[src/rtl/line_burst_adapter.sv]
// line_burst_adapter: memory-side responder for cache-line requests.
// Splits each full-line read or write into an in-order burst of LINE_W/BEAT_W
// beats on a narrow memory port and answers with a single-cycle line response.
// Optional macro LINE_RESP_FASTPATH_EN: the response is raised combinationally
// on the last beat's acknowledge instead of from a registered DONE state.
module line_burst_adapter #(
  parameter int unsigned LINE_W = 256,
  parameter int unsigned BEAT_W = 64,
  parameter int unsigned ADDR_W = 32
) (
  input  logic              clk,
  input  logic              rst_n,
  input  logic [ADDR_W-1:0] line_address_i,
  input  logic [LINE_W-1:0] line_wdata_i,
  input  logic              line_read_i,
  input  logic              line_write_i,
  output logic              line_resp_o,
  output logic [LINE_W-1:0] line_rdata_o,
  output logic [ADDR_W-1:0] mem_address_o,
  output logic              mem_read_o,
  output logic              mem_write_o,
  output logic [BEAT_W-1:0] mem_wdata_o,
  input  logic [BEAT_W-1:0] mem_rdata_i,
  input  logic              mem_resp_i
);

  localparam int unsigned BEATS = LINE_W / BEAT_W;
  localparam int unsigned CNT_W = (BEATS > 1) ? $clog2(BEATS) : 1;
  localparam int unsigned OFF_W = $clog2(LINE_W / 8);
  localparam logic [CNT_W-1:0] LastBeat = CNT_W'(BEATS - 1);

`ifdef LINE_RESP_FASTPATH_EN
  typedef enum logic [1:0] {StIdle, StRdBurst, StWrBurst} state_e;
`else
  typedef enum logic [2:0] {StIdle, StRdBurst, StRdDone, StWrBurst, StWrDone} state_e;
`endif

  state_e            state_q, state_d;
  logic [CNT_W-1:0]  cnt_q, cnt_d;
  logic [LINE_W-1:0] buf_q, buf_d;
  logic [ADDR_W-1:0] addr_q, addr_d;

  // State, beat counter, line buffer and latched line address.
  always_ff @(posedge clk or negedge rst_n) begin
    if (!rst_n) begin
      state_q <= StIdle;
      cnt_q   <= '0;
      buf_q   <= '0;
      addr_q  <= '0;
    end else begin
      state_q <= state_d;
      cnt_q   <= cnt_d;
      buf_q   <= buf_d;
      addr_q  <= addr_d;
    end
  end

  // Next-state logic, beat assembly/selection and all outputs.
  always_comb begin
    state_d       = state_q;
    cnt_d         = cnt_q;
    buf_d         = buf_q;
    addr_d        = addr_q;
    line_resp_o   = 1'b0;
    line_rdata_o  = '0;
    mem_address_o = '0;
    mem_read_o    = 1'b0;
    mem_write_o   = 1'b0;
    mem_wdata_o   = '0;

    unique case (state_q)
      StIdle: begin
        // Read wins if both requests are (illegally) raised together.
        if (line_read_i) begin
          addr_d              = line_address_i;
          addr_d[OFF_W-1:0]   = '0;
          state_d             = StRdBurst;
        end else if (line_write_i) begin
          addr_d              = line_address_i;
          addr_d[OFF_W-1:0]   = '0;
          buf_d               = line_wdata_i;
          state_d             = StWrBurst;
        end
      end

      StRdBurst: begin
        mem_read_o    = 1'b1;
        mem_address_o = addr_q;
        if (mem_resp_i) begin
          buf_d[cnt_q*BEAT_W +: BEAT_W] = mem_rdata_i;
          if (cnt_q == LastBeat) begin
`ifdef LINE_RESP_FASTPATH_EN
            // buf_d already carries the live last beat in its top slice.
            line_resp_o  = 1'b1;
            line_rdata_o = buf_d;
            cnt_d        = '0;
            state_d      = StIdle;
`else
            state_d      = StRdDone;
`endif
          end else begin
            cnt_d = cnt_q + CNT_W'(1);
          end
        end
      end

      StWrBurst: begin
        mem_write_o   = 1'b1;
        mem_address_o = addr_q;
        mem_wdata_o   = buf_q[cnt_q*BEAT_W +: BEAT_W];
        if (mem_resp_i) begin
          if (cnt_q == LastBeat) begin
`ifdef LINE_RESP_FASTPATH_EN
            line_resp_o = 1'b1;
            cnt_d       = '0;
            state_d     = StIdle;
`else
            state_d     = StWrDone;
`endif
          end else begin
            cnt_d = cnt_q + CNT_W'(1);
          end
        end
      end

`ifndef LINE_RESP_FASTPATH_EN
      StRdDone: begin
        line_resp_o  = 1'b1;
        line_rdata_o = buf_q;
        cnt_d        = '0;
        state_d      = StIdle;
      end

      StWrDone: begin
        line_resp_o = 1'b1;
        cnt_d       = '0;
        state_d     = StIdle;
      end
`endif

      default: begin
        state_d = StIdle;
      end
    endcase
  end

endmodule

[config.mk]
export PLATFORM = sky130hd
export DESIGN_NAME = line_burst_adapter
export DESIGN_NICKNAME = d
export VERILOG_FILES = /design/src/rtl/line_burst_adapter.sv
export SDC_FILE = /design/constraint.sdc
export NUM_CORES = 1
export LEC_CHECK = 0
export CAP_MARGIN = 20
export CORE_AREA = 4 4 272 274
export CTS_BUF_LIST = sky130_fd_sc_hd__clkbuf_4 sky130_fd_sc_hd__clkbuf_8
export DETAILED_ROUTE_END_ITERATION = 8
export DIE_AREA = 0 0 276 278
export PLACE_DENSITY = 0.51
export RECOVER_POWER = 100
export SETUP_SLACK_MARGIN = 0.15
export SYNTH_ARGS = -nofsm -noshare
export SYNTH_HDL_FRONTEND = slang
export SYNTH_SLANG_ARGS = --single-unit
[constraint.sdc]
create_clock -name clk -period 3.3 [get_ports clk]
set_clock_uncertainty 0.15 [all_clocks]
set_input_delay 0.825 -clock clk [delete_from_list [all_inputs] [get_ports clk]]
set_output_delay 0.825 -clock clk [all_outputs]
set_load 0.005 [all_outputs]
==> run metrics, run 1 <==
Final Hold Vio Count=0; HP Class=flop to flop; CTS Sinks=about 290; Detailed Routing Iterations Pass 1=5; Post-Layout Cell Count=around 3700; Setup-failing EPs final=roughly 110; register area share after synthesis=between 40 and 50%; initial antenna violation count=17; layout cells sized above 1=between 40% and 50%; WS Path Type=flop to output pin; Max IR drop VDD=approximately 0.4 mV; actual slew at the worst max-slew pin=1.70 ns; IO Pins=a little over 700; TritonCTS clock tree=built; area grow syn2layout=77.5%; clk root buf=clkbuf_8; DRT antenna net count=0; commonest cells after routing, fill and taps aside=clkdlybuf4s50_1 (350), buf_6 (290), dfrtp_1 (285); largest net degree at the start of global routing=70; core area=slightly above 70000 um^2; Setup crit start kind=flop; Placed Instances=about 3400; commonest non-fill, non-tap cell in the layout=clkdlybuf4s50_1; most frequent CP cell=buf_6; total power=roughly 27 mW; syn_area_per_cell=9.50 um^2; DRT iter0 DRCs=roughly 1300; Unique masters post-synth=37; failing checks=capacitance limit, slew limit, setup timing; post-synthesis cell count=1856; first-pass GRT wire length=135000 um; P_leak=between 10 and 15 nW; post-DP HPWL=61700 um; Nets=between 3000 and 4000; Remaining DRCs=0; minimum clock period=about 3.4 ns; slowest stage cell, crit path=dfrtp_2; MaxCap Viol Count=1; synthesized cell area=about 18000 um^2; Setup WS pre-CTS=0.161 ns; Final Hold Slack=between 0.3 and 0.4 ns; Max clock buf depth=3; vias=roughly 19000; H-Tree Depth=2; CP arrival=~2.5 ns; CTS buffer count=a little under 60; Initial Utilization=between 20 and 25%; Chip Height=about 280 um; CP top delay family=buffers and inverters; Seq cells post-synth=about 290; Slew Limit Headroom=-13.3%; Port-buffer cells=about 700; Max stage delay on crit path=around 0.42 ns; Final WS setup=-0.140 ns; vias in the first global route=just under 20000; Critical Path RT=2.32 ns; clk_lat worst skew=around 0.64 ns; Buf+Inv Stages, Crit Path=9; cell chain of the critical path=nor3b_4 -> buf_6 -> buf_12 -> buf_12 -> buf_16 -> buf_6 -> buf_6 -> buf_6 -> buf_6 -> and2_4 -> buf_6; placed inst area=around 26000 um^2; die area=around 77000 um^2; Die W=276 um; Slew Limit Fails=between 50 and 60; Worst Path Max Fanout=5; WL per Instance=around 26 um; asr flop ratio synth=100%; pwr dens=875 nW/um^2; row count=98; synth warn=0; RSZ-0062 raised after global routing=true; top_reg_cell synth=dfrtp_1; endpoint type of the worst setup path=output pin; GRT Overall Usage=between 20 and 25%; Via-to-Cell Ratio=between 4 and 5; Peak Freq=between 200 and 300 MHz; Final Cell Area=roughly 31000 um^2; status=finished, violations left; clk slew on worst S/H paths=0.06 ns; Routed WL=approximately 96000 um; routability-driven placement congestion ratio=between 0.8 and 0.9; period utilisation layout=104%; number of flops mapped to enable cells by yosys=0; global route overflow=0
logic make-up (layout without fill, tap and decap cells):
group / Yosys count / count (layout) / synth area share, %
compound gates: 393 / 393 / 16.5
xor+xnor: 2 / 2 / 0.0993
fa+ha+maj: 5 / 5 / 0.355
buf+inv: 194 / 1113 / 4.99
flops: 288 / 288 / 40.9
mux: 155 / 155 / 14.0
other cells: 1 / 21 / 0.0213
simple gates: 818 / 818 / 23.2
per-stage QoR:
step	setup TNS, ns	util, %
after floorplan	0	-
after global placement	0	36.7
after detailed placement	0	36.7
after CTS	-25.97	41.5
after global routing	-42.88	43.9
final	-5.07	43.9
layer usage:
metal | vias up | wire, um | global-route usage (%)
met2 | 849 | 47600 | 40.1
met4 | 4 | 3280 | 7.92
met1 | 9412 | 38700 | 28.9
met3 | 173 | 6320 | 4.57
met5 | - | 27 | 0
li1 | 8273 | - | -
registers in the layout, indices dropped and copies added (netlist names):
| register | flops |
|---|---|
| buf_q | 256 |
| addr_q | 27 |
| state_q | 3 |
| cnt_q | 2 |
repair_timing:
| action | in CTS | in global routing |
|---|---|---|
| gates resized for setup | 1169 | 673 |
| cloned | 24 | 14 |
| endpoints found under the setup margin | 350 | 336 |
| setup buffers | 108 | 71 |
| hold endpoints to repair | 46 | 0 |
| pin swaps | 13 | 70 |
| hold buffers | 1 | 0 |
path summary, 6_finish.rpt:
path	start	endpoint	slack (ns)	cells past startpoint
setup reg to reg	state_q[0]$_DFFE_PN0P_	buf_q[150]$_DFFE_PN0P_	-0.04	10
hold / removal	addr_q[15]$_DFFE_PN0P_	addr_q[15]$_DFFE_PN0P_	0.35	1
setup / recovery	state_q[1]$_DFFE_PN0P_	line_rdata_o[85]	-0.14	11
hold reg to reg	addr_q[15]$_DFFE_PN0P_	addr_q[15]$_DFFE_PN0P_	0.35	1
min in group asynchronous	rst_n	buf_q[10]$_DFFE_PN0P_	0.99	2
max in group asynchronous	rst_n	state_q[1]$_DFFE_PN0P_	0.10	3
where the power goes:
| part | switching (mW) | leakage, nW | internal [mW] |
|---|---|---|---|
| clock | 1.77 | 0.711 | 2.38 |
| sequential | 1.50 | 3.42 | 5.33 |
| combinational | 7.62 | 9.52 | 8.78 |
layout make-up:
class	count	area (um^2)
Antenna cell	16	40.0
Clock buffer	100	1250
Clock inverter	12	66.3
Fill cell	6913	40100
Inverter	7	27.5
Multi-Input combinational cell	1378	10300
Sequential cell	288	7220
Tap cell	950	1190
Timing Repair Buffer	994	11200
synthesized netlist by cell type, types with 2 or more instances:
cell | instances | share of area (%)
a21oi_1 | 70 | 2.0
nand2_1 | 197 | 4.2
buf_2 | 46 | 1.3
buf_6 | 8 | 0.51
a221oi_1 | 3 | 0.15
a22oi_1 | 68 | 2.9
buf_4 | 9 | 0.38
xnor2_1 | 2 | 0.099
mux2_2 | 91 | 5.8
o21ai_0 | 64 | 1.8
nor2_1 | 197 | 4.2
ha_1 | 5 | 0.35
mux4_2 | 64 | 8.2
a31oi_1 | 65 | 2.3
and3_1 | 65 | 2.3
clkbuf_1 | 112 | 2.4
a21oi_2 | 60 | 3.0
inv_1 | 7 | 0.15
nand3_1 | 66 | 1.9
dfrtp_1 | 288 | 41
a22oi_2 | 60 | 4.3
and2_1 | 283 | 10
buf_1 | 12 | 0.26
Power figures use the tool's default switching activity.
==> run 2, diff against run 1 <==
--- a/config.mk
+++ b/config.mk
@@ -11,7 +11,7 @@
 export DETAILED_ROUTE_END_ITERATION = 8
 export DIE_AREA = 0 0 276 278
 export PLACE_DENSITY = 0.51
-export RECOVER_POWER = 100
+export RECOVER_POWER = 50
 export SETUP_SLACK_MARGIN = 0.15
 export SYNTH_ARGS = -nofsm -noshare
 export SYNTH_HDL_FRONTEND = slang
==> constraint.sdc (replaced) <==
create_clock -name clk -period 3.3 [get_ports clk]
set_clock_uncertainty 0.15 [all_clocks]
set_input_delay 0.33 -clock clk [delete_from_list [all_inputs] [get_ports clk]]
set_output_delay 0.33 -clock clk [all_outputs]
set_load 0.005 [all_outputs]
==> run 2 against run 1 <==
The run ends with capacitance limit, slew limit left; via count fell by 6.7%; die area stayed put; power fell by 13%; design area fell by 12%; combinational power down 21%; critical path depth is 6 lower; non-clock buffer count down 207; first-iteration DRC count is 6.5% lower; cell count down 5.6%; register-to-register slack better by 0.30 ns; largest power group unchanged.
==> run metrics, run 2 (same netlist as run 1, synthesis figures left out) <==
Max stage delay on crit path=0.54 ns (+0.12 ns); P_leak=11.5 nW (-16%); Max clock buf depth=3 (unchanged); Final Hold Vio Count=0 (unchanged); pwr dens=868 nW/um^2 (-0.77%); post-DP HPWL=59200 um (-4.1%); Clk pwr share=17.7% (+2.5 points); vias in the first global route=18314 (-5.3%); Top reg by flops=buf_q; Initial Utilization=24.7% (unchanged); biggest regs=buf_q (256), addr_q (27), state_q (3); clk slew on worst S/H paths=0.06 ns (about the same); CTS buffer count=58 (-1.7%); DRT iter0 DRCs=1228 (-6.5%); Final Cell Area=27600 um^2 (-12%); DRT antenna net count=0 (unchanged); sw power=9.71 mW (-11%); Net Sw Frac=40.6% (+0.80 points); vias=17460 (-6.7%); Setup crit start kind=flop; Seq pwr share=28.1% (+3.2 points); setup tns final=0 ns (+5.07 ns); Final Hold Slack=0.0844 ns (-0.270 ns); MaxCap Viol Count=1 (unchanged); Remaining DRCs=0 (unchanged); Port-buffer cells=701 (unchanged); status=finished, violations left; Combinational Power Share=54.3% (-5.6 points); clk_lat worst skew=0.63 ns (about the same); Slew Limit Headroom=-51.1% (-38 points); area grow syn2layout=56.2%; failing checks=capacitance limit, slew limit; met2 Usage GRT=37.7% (-2.4 points); Worst Path Max Fanout=8 (+3); RSZ-0062 raised after global routing=true; CTS Sinks=288 (unchanged); WS Path Type=flop to output pin; total power=23.9 mW (-13%); placed inst area=25900 um^2 (-1.1%); commonest cells after routing, fill and taps aside=clkdlybuf4s50_1 (642), dfrtp_1 (284), and2_1 (283); Critical Path RT=2.82 ns (+0.50 ns); Slew Limit Fails=74 (+37%); routability-driven placement congestion ratio=0.864 (-0.12%); internal power=14.2 mW (-14%); first-pass GRT wire length=127000 um (-6.6%); slowest stage cell, crit path=mux4_2; Max IR drop VDD=0.554 mV (+36%); CP arrival=2.62 ns (+0.15 ns); H-Tree Depth=2 (unchanged); period utilisation layout=94.0% (-10 points); largest net degree at the start of global routing=118 (+69%); Nets=2882 (-6.7%); most used routing layer=met2; die area=76700 um^2 (unchanged); HP Class=input port to flop; Setup-failing EPs final=0 (-100%); Die W=276 um (unchanged); layout cells sized above 1=16.6% (-27 points); Routed WL=88100 um (-8.2%); clk root buf=clkbuf_8; commonest non-fill, non-tap cell in the layout=clkdlybuf4s50_1; Chip Height=278 um (unchanged); WL per Instance=24.9 um (-2.7%); actual slew at the worst max-slew pin=2.27 ns (+0.566 ns); met3 global-route usage=4.87% (+0.30 points); row count=98 (unchanged); endpoint type of the worst setup path=output pin; max reg flops=256 (unchanged); TritonCTS clock tree=built; Via-to-Cell Ratio=4.94 (-1.1%); initial antenna violation count=22 (+5); IO Pins=712 (unchanged); Peak Freq=323 MHz (+11%); cell chain of the critical path=buf_8 -> buf_16 -> mux4_2 -> and3_1 -> clkdlybuf4s50_1; GRT Overall Usage=21.6% (-1.6 points); Detailed Routing Iterations Pass 1=5 (unchanged); minimum clock period=3.10 ns (-0.340 ns); core area=71400 um^2 (unchanged); global route overflow=0 (unchanged); Global Route met1 Usage=26.1% (-2.8 points)
-- run 2: cell types whose count changed in the layout (fill, tap and decap cells not counted), moves of 63 or more --
cell             delta
buf_6             -287
buf_2              -63
and2_1            +162
and2_4            -160
clkdlybuf4s50_1   +292
-- run 2: what timing repair did --
action,CTS,global route
pin swaps,2,0
endpoints found under the setup margin,322,55
endpoints found under the hold margin,70,0
gates resized for setup,31,47
gates cloned,7,3
hold buffers,1,0
setup buffers,11,16
-- run 2: layer usage --
metal | routed length [um] | part of all wire (%)
met1 | 35100 | 40
met2 | 44000 | 50
met3 | 5760 | 6.5
met4 | 3150 | 3.6
met5 | 40 | 0.045
-- run 2: area by class of cell --
class                           instances  area (um^2)
Tap cell                              950         1190
Sequential cell                       288         7220
Multi-Input combinational cell       1378         9380
Clock buffer                           91         1160
Fill cell                            7215        43800
Antenna cell                           17         42.5
Inverter                                7         27.5
Timing Repair Buffer                  787         8370
Clock inverter                         17          169
-- run 2: worst paths after layout --
kind	from	slack [ns]	depth (start not counted)	endpoint
setup / recovery	cnt_q[0]$_DFFE_PN0P_	0.20	5	mem_wdata_o[18]
hold / removal	line_wdata_i[148]	0.08	3	buf_q[148]$_DFFE_PN0P_
setup reg to reg	cnt_q[0]$_DFFE_PN0P_	0.26	10	buf_q[74]$_DFFE_PN0P_
hold reg to reg	addr_q[18]$_DFFE_PN0P_	0.35	1	addr_q[18]$_DFFE_PN0P_
max in group asynchronous	rst_n	0.56	3	addr_q[16]$_DFFE_PN0P_
min in group asynchronous	rst_n	0.73	2	buf_q[141]$_DFFE_PN0P_
-- run 2: power groups by stage --
stage                     clock (mW)  sequential, mW  combinational [mW]
after floorplan                    0            6.09                7.60
after global placement             0            6.68                12.4
after detailed placement           0            6.77                12.5
after CTS                       4.34            6.70                13.1
after global routing            4.51            6.93                14.0
final                           4.22            6.71                13.0
-- run 2: worst max-delay path: cells and delay by family (launching register included) --
kind          cells  cell delay, ns
buf+inv           3            0.79
flops             1            0.44
mux               1            0.54
simple gates      1            0.20
-- run 2: through the flow --
| step | utilization [%] | std cells | setup WS (ns) |
|---|---|---|---|
| after floorplan | - | 1860 | 0.314 |
| after global placement | 36.3 | 3372 | 0.562 |
| after detailed placement | 36.3 | 3372 | 0.549 |
| after CTS | 38.7 | 3499 | 0.0866 |
| after global routing | 38.6 | 3532 | 0.0811 |
| final | 38.6 | 3535 | 0.199 |
